### src/rtl/regfile_write_ctrl_if.sv
// -----------------------------------------------------------------------------
// regfile_write_ctrl_if
//   Bundles the two writeback requester handshakes and the registered
//   register-file write port driven by regfile_write_ctrl.
//
//   master : requester / register-file side (drives valid/addr/data,
//            observes ready and the write port)
//   slave  : the write controller (observes requests, drives ready and
//            the write port)
//
//   r0_*   : requester 0 (ALU writeback)  valid/addr/data in, ready out
//   r1_*   : requester 1 (load unit)      valid/addr/data in, ready out
//   wen    : register file write enable
//   wsel   : register file write select
//   wdata  : register file write data (drives the register file "in" port)
// -----------------------------------------------------------------------------
interface regfile_write_ctrl_if #(
  parameter int DATA_W = 32,
  parameter int ADDR_W = 5
);

  logic              r0_valid;
  logic [ADDR_W-1:0] r0_addr;
  logic [DATA_W-1:0] r0_data;
  logic              r0_ready;

  logic              r1_valid;
  logic [ADDR_W-1:0] r1_addr;
  logic [DATA_W-1:0] r1_data;
  logic              r1_ready;

  logic              wen;
  logic [ADDR_W-1:0] wsel;
  logic [DATA_W-1:0] wdata;

  modport master (
    output r0_valid, r0_addr, r0_data,
    output r1_valid, r1_addr, r1_data,
    input  r0_ready, r1_ready,
    input  wen, wsel, wdata
  );

  modport slave (
    input  r0_valid, r0_addr, r0_data,
    input  r1_valid, r1_addr, r1_data,
    output r0_ready, r1_ready,
    output wen, wsel, wdata
  );

endinterface

### src/rtl/regfile_write_ctrl.sv
// -----------------------------------------------------------------------------
// regfile_write_ctrl
//   Sequencer and write-port arbiter for the 32 x 32 register file.
//   Out of reset (or after a clear request) it sweeps every register and
//   writes zero, then shares the single write port between two writeback
//   requesters with a valid/ready handshake and round-robin priority.
//   All write-port outputs are registered; readies are combinational.
//
//   state | meaning
//   ------+-----------------------------------------------------------------
//   INIT  | zero sweep, one register per cycle, readies held low
//   RUN   | arbitrate r0/r1, one write issued the cycle after each accept
//
// Ports:
//   clk        system clock, all state on rising edge
//   reset      asynchronous active-low reset
//   clear      synchronous request (RUN only) to re-run the zero sweep
//   bus        requester handshakes + registered write port (slave modport)
//   init_done  high while RUN is active, after the sweep has completed
//   stall_cnt  saturating count of RUN cycles with a waiting requester
// -----------------------------------------------------------------------------
module regfile_write_ctrl #(
  parameter int DATA_W = 32,
  parameter int ADDR_W = 5,
  parameter int NREG   = 32,
  parameter int CNT_W  = 8
) (
  input  logic                 clk,
  input  logic                 reset,
  input  logic                 clear,
  regfile_write_ctrl_if.slave  bus,
  output logic                 init_done,
  output logic [CNT_W-1:0]     stall_cnt
);

  typedef enum logic {
    INIT = 1'b0,
    RUN  = 1'b1
  } state_t;

  localparam logic [ADDR_W-1:0] LAST_IDX  = ADDR_W'(NREG - 1);
  localparam logic [CNT_W-1:0]  STALL_MAX = '1;

  state_t              state_q, state_d;
  logic [ADDR_W-1:0]   cnt_q, cnt_d;
  logic                prio_q, prio_d;
  logic                wen_q, wen_d;
  logic [ADDR_W-1:0]   wsel_q, wsel_d;
  logic [DATA_W-1:0]   wdata_q, wdata_d;
  logic                init_done_q, init_done_d;
  logic [CNT_W-1:0]    stall_cnt_q, stall_cnt_d;

  logic                r0_rdy;
  logic                r1_rdy;
  logic                stalled;

  always_ff @(posedge clk or negedge reset) begin
    if (!reset) begin
      state_q     <= INIT;
      cnt_q       <= '0;
      prio_q      <= 1'b0;
      wen_q       <= 1'b0;
      wsel_q      <= '0;
      wdata_q     <= '0;
      init_done_q <= 1'b0;
      stall_cnt_q <= '0;
    end else begin
      state_q     <= state_d;
      cnt_q       <= cnt_d;
      prio_q      <= prio_d;
      wen_q       <= wen_d;
      wsel_q      <= wsel_d;
      wdata_q     <= wdata_d;
      init_done_q <= init_done_d;
      stall_cnt_q <= stall_cnt_d;
    end
  end

  always_comb begin
    state_d     = state_q;
    cnt_d       = cnt_q;
    prio_d      = prio_q;
    wen_d       = 1'b0;
    wsel_d      = wsel_q;
    wdata_d     = wdata_q;
    init_done_d = init_done_q;
    stall_cnt_d = stall_cnt_q;
    r0_rdy      = 1'b0;
    r1_rdy      = 1'b0;
    stalled     = 1'b0;

    case (state_q)
      INIT: begin
        // One zero write per cycle; clear and requesters are ignored here.
        wen_d   = 1'b1;
        wsel_d  = cnt_q;
        wdata_d = '0;
        if (cnt_q == LAST_IDX) begin
          cnt_d       = '0;
          state_d     = RUN;
          init_done_d = 1'b1;
        end else begin
          cnt_d = cnt_q + ADDR_W'(1);
        end
      end

      RUN: begin
        // prio names the requester that wins when both are valid.
        r0_rdy = bus.r0_valid & ~clear & (~bus.r1_valid | ~prio_q);
        r1_rdy = bus.r1_valid & ~clear & (~bus.r0_valid |  prio_q);

        stalled = (bus.r0_valid & ~r0_rdy) | (bus.r1_valid & ~r1_rdy);
        if (stalled && (stall_cnt_q != STALL_MAX)) begin
          stall_cnt_d = stall_cnt_q + CNT_W'(1);
        end

        if (clear) begin
          state_d     = INIT;
          cnt_d       = '0;
          init_done_d = 1'b0;
        end else if (r0_rdy) begin
          wen_d   = 1'b1;
          wsel_d  = bus.r0_addr;
          wdata_d = bus.r0_data;
          prio_d  = 1'b1;
        end else if (r1_rdy) begin
          wen_d   = 1'b1;
          wsel_d  = bus.r1_addr;
          wdata_d = bus.r1_data;
          prio_d  = 1'b0;
        end
      end

      default: begin
        state_d = INIT;
        cnt_d   = '0;
      end
    endcase
  end

  assign bus.r0_ready = r0_rdy;
  assign bus.r1_ready = r1_rdy;
  assign bus.wen      = wen_q;
  assign bus.wsel     = wsel_q;
  assign bus.wdata    = wdata_q;
  assign init_done    = init_done_q;
  assign stall_cnt    = stall_cnt_q;

endmodule

### src/flat_wrapper.sv
// flat-port wrapper written by rule: the top's interface ports become plain ports
module regfile_write_ctrl_flat 
#(
  parameter int DATA_W = 32,
  parameter int ADDR_W = 5,
  parameter int NREG   = 32,
  parameter int CNT_W  = 8
)
  (clk, reset, clear, init_done, stall_cnt, bus_r0_valid, bus_r0_addr, bus_r0_data, bus_r1_valid, bus_r1_addr, bus_r1_data, bus_r0_ready, bus_r1_ready, bus_wen, bus_wsel, bus_wdata);
  regfile_write_ctrl_if #(.DATA_W(DATA_W), .ADDR_W(ADDR_W)) bus_i ();
  input  logic clk;
  input  logic reset;
  input  logic clear;
  output logic init_done;
  output logic [CNT_W-1:0] stall_cnt;
  input wire logic [$bits(bus_i.r0_valid)-1:0] bus_r0_valid;
  input wire logic [$bits(bus_i.r0_addr)-1:0] bus_r0_addr;
  input wire logic [$bits(bus_i.r0_data)-1:0] bus_r0_data;
  input wire logic [$bits(bus_i.r1_valid)-1:0] bus_r1_valid;
  input wire logic [$bits(bus_i.r1_addr)-1:0] bus_r1_addr;
  input wire logic [$bits(bus_i.r1_data)-1:0] bus_r1_data;
  output wire logic [$bits(bus_i.r0_ready)-1:0] bus_r0_ready;
  output wire logic [$bits(bus_i.r1_ready)-1:0] bus_r1_ready;
  output wire logic [$bits(bus_i.wen)-1:0] bus_wen;
  output wire logic [$bits(bus_i.wsel)-1:0] bus_wsel;
  output wire logic [$bits(bus_i.wdata)-1:0] bus_wdata;
  assign bus_i.r0_valid = bus_r0_valid;
  assign bus_i.r0_addr = bus_r0_addr;
  assign bus_i.r0_data = bus_r0_data;
  assign bus_i.r1_valid = bus_r1_valid;
  assign bus_i.r1_addr = bus_r1_addr;
  assign bus_i.r1_data = bus_r1_data;
  assign bus_r0_ready = bus_i.r0_ready;
  assign bus_r1_ready = bus_i.r1_ready;
  assign bus_wen = bus_i.wen;
  assign bus_wsel = bus_i.wsel;
  assign bus_wdata = bus_i.wdata;
  regfile_write_ctrl #(.DATA_W(DATA_W), .ADDR_W(ADDR_W), .NREG(NREG), .CNT_W(CNT_W)) u_core (.clk(clk), .reset(reset), .clear(clear), .bus(bus_i), .init_done(init_done), .stall_cnt(stall_cnt));
endmodule
### config.mk
export PLATFORM = sky130hd
export DESIGN_NAME = regfile_write_ctrl_flat
export DESIGN_NICKNAME = d
export VERILOG_FILES = /design/src/rtl/regfile_write_ctrl_if.sv /design/src/rtl/regfile_write_ctrl.sv /design/src/flat_wrapper.sv
export SDC_FILE = /design/constraint.sdc
export NUM_CORES = 1
export LEC_CHECK = 0
export ABC_AREA = 1
export CELL_PAD_IN_SITES_DETAIL_PLACEMENT = 0
export CELL_PAD_IN_SITES_GLOBAL_PLACEMENT = 1
export CORE_ASPECT_RATIO = 0.7
export CORE_MARGIN = 2
export CORE_UTILIZATION = 27
export CTS_CLUSTER_DIAMETER = 200
export DETAILED_ROUTE_END_ITERATION = 16
export PLACE_DENSITY_LB_ADDON = 0.1
export SLEW_MARGIN = 15
export SYNTH_ARGS = -nofsm -noshare
export SYNTH_HDL_FRONTEND = slang
export SYNTH_SLANG_ARGS = --single-unit
### constraint.sdc
create_clock -name clk -period 1.3 [get_ports clk]
set_clock_uncertainty 0.1 [all_clocks]
set_input_delay 0.13 -clock clk [delete_from_list [all_inputs] [get_ports clk]]
set_output_delay 0.13 -clock clk [all_outputs]
set_load 0.01 [all_outputs]
==> reports/summary.txt <==
Leakage Power: 2.355 nW
GPL Wtd Cong: 0.7529
Synthesized flop and latch total: 54
Clock transition at path regs: 70 ps
Number of global-route vias before repair: 3,107
Largest area contributor in the synthesized netlist: dfrtp_1
Max incr delay on CP: 420 ps
DR WL/cell: 15.69 um
Most common library cells after synthesis: 94 x nand2_1, 54 x dfrtp_1, 40 x o21ai_0, 27 x a31oi_1, 24 x inv_1
Slowest cell on the critical path: dfrtp_1
CTS tree: built
Clock root cell: clkbuf_16
Post-synth top area share: 0.4714
Vias: 3,010
Seq/Total Area, Yosys: 0.4714
Global route overflow: 0
Via/cell ratio: 4.718
First-pass GRT wire length: 15,710 um
Ratio of cells with drive above 1 in the final layout: 0.2470
Largest net degree at the start of global routing: 55
Util after Layout: 0.4788
CTS max path bufs: 2
Post-Syn Instances: 345
Placed cells: 612
# Max-Cap Violations: 0
Hold crit path type: primary input to flip-flop
Site Rows: 31
Syn_area_per_cell: 8.309 um^2
Post-synthesis cell area: 2866 um^2
Fin crit period: 1431 ps
Die X: 127.2 um
Fin cells: 638
Syn. warnings: 0
Final net count: 587
Top_reg_cell synth: dfrtp_1
Final hold vios: 0
Die Y: 90.21 um
Dominant cells by area after synthesis: dfrtp_1 47%, nand2_1 12%, o21ai_0 7.0%
Worst setup SP type: flip-flop
Area Overhead vs Synth: 72.98%
RSZ-0062 raised after global routing: true
Gr usage total: 0.1724
Async SR Flop Fraction: 1.000
Crit Path Max Fanout: 2
Number of H-tree levels: 2
Final period utilization: 1.101
EDFF count, synth: 0
Syn Nets: 427
Crit. End Element: output pin
Worst-Skew Late Latency: 290 ps
Fmax: 698.7 MHz
DPL Wire Length: 6378 um
DIE AREA: 11,470 um^2
Drt first pass iters: 4
Crit-path cells: buf_6 -> inv_4 -> nand2_2 -> nand2_2 -> nor2_2 -> buf_2
Initial antenna violation count: 0
Setup violations, final: 45
Maximum vdd drop: 0.7055 mV
Initial Utilization: 0.2768
PnR worst setup slack: -131.3 ps
Worst Tran Pin Value: 362.7 ps
Pwr/cell area: 1223 nW/um^2
Detail Route Antenna Nets: 0
Final antenna diode count: 0
Cts bufs inserted: 5
DRC: 0
Sum of negative setup slack: -2617 ps
Core area: 10,360 um^2
Crit path arrival time: 1200 ps
Status: finished, violations left
IO Port Bufs: 127
Crit path required time: 1070 ps
Max Slew Vio Count: 0
CP Class: flip-flop to output pin
Most frequent CP cell: nand2_2
Top-count cell post-synth: nand2_1
Netlist cell types: 31
Clock sink total: 54
Violated checks: negative setup slack
Slew margin rel.: 0.7582
Ports: 128
Final WL: 10,010 um
Starting DRC count in detailed routing: 188
==> kinds of logic after synthesis <==
family,count (synthesis),synth area share
and+or+nand+nor,131,0.1999
buffers and inverters,51,0.1021
DFF,54,0.4714
xor gates and xnor gates,1,0.003056
adders and majority gates,3,0.01310
AOI/OAI and AO/OA,105,0.2104
==> per-layer routing <==
| layer | global-route usage | part of all wire | up-vias |
|---|---|---|---|
| met4 | 0.03938 | 0.0099 | 0 |
| met5 | 0 | 0 | - |
| met1 | 0.2541 | 0.51 | 1406 |
| met3 | 0.03810 | 0.057 | 11 |
| li1 | - | - | 1500 |
| met2 | 0.2576 | 0.42 | 93 |
==> layout make-up <==
cell class / count / area [um^2]
Fill cell: 1017 / 5398
Inverter: 26 / 105.1
Clock buffer: 7 / 142.6
Timing Repair Buffer: 178 / 1743
Clock inverter: 1 / 5.005
Tap cell: 132 / 165.2
Sequential cell: 54 / 1353
Multi-Input combinational cell: 240 / 1445
==> per-stage QoR <==
stage	area, um^2	setup WS (ps)	total power [mW]	hold slack (ps)
floorplan	2887	-40.55	3.201	-265.6
global placement	4433	-532.2	4.327	62.11
detailed placement	4433	-517.3	4.342	63.28
CTS	4696	-165.9	5.799	293.7
global route	4959	-188.7	6.470	84.60
finish	4959	-131.3	6.062	87.03
==> final timing paths <==
check	from	to	slack, ps	cells past startpoint
worst max register to register	u_core.prio_q	u_core.stall_cnt[5]	-110	10
max in group asynchronous	reset	u_core.stall_cnt[2]	560	3
worst min-delay path	clear	u_core.init_done	90	3
worst min register to register	u_core.bus.wdata[29]	u_core.bus.wdata[29]	380	2
min in group asynchronous	reset	u_core.bus.wdata[21]	280	3
worst max-delay path	u_core.prio_q	bus_r1_ready	-130	6
==> state kept, by name (all words and copies together) (netlist names) <==
| name | flops |
|---|---|
| u_core.bus.wdata | 32 |
| u_core.bus.wen | 1 |
| u_core.bus.wsel | 5 |
| u_core.cnt_q | 5 |
| u_core.init_done | 1 |
| u_core.prio_q | 1 |
| u_core.stall_cnt | 8 |
| u_core.state_q | 1 |
==> power breakdown <==
group,switching [mW],internal (mW),total [mW],leakage (nW)
registers,0.234,1.98,2.21,0.719
logic,1.23,1.21,2.44,1.56
clock network,0.638,0.767,1.41,0.0739
==> cells in the final DEF (no fill, tap or decap), drive strengths merged <==
cell type and count:
clkdlybuf4s50 74, o211ai 10, dlygate4sd2 43, xor2 1, nand4 9, clkdlybuf4s15 2, dlygate4sd3 1, dlymetal6s2s 1
dfrtp 54, ha 3, clkinv 1, nand3b 1, nor2 11, a31oi 27, inv 26, o21bai 1
o21ai 63, nand3 13, nand2 96, o22ai 2, nor3 1, a21oi 2, buf 53, clkbuf 11
==> critical path, delay by kind of cell (launching register included) <==
family | cells | cell delay (ps)
DFF | 1 | 420
buffers and inverters | 3 | 310
and+or+nand+nor | 3 | 180
==> repair_timing <==
action / in CTS / in global routing
gates cloned: 0 / 3
endpoints found under the hold margin: 54 / 0
pin swaps: 6 / 11
hold buffers: 1 / 0
setup endpoints to repair: 101 / 58
resized for setup: 92 / 86
buffers inserted: 11 / 3
Power figures use the tool's default switching activity.
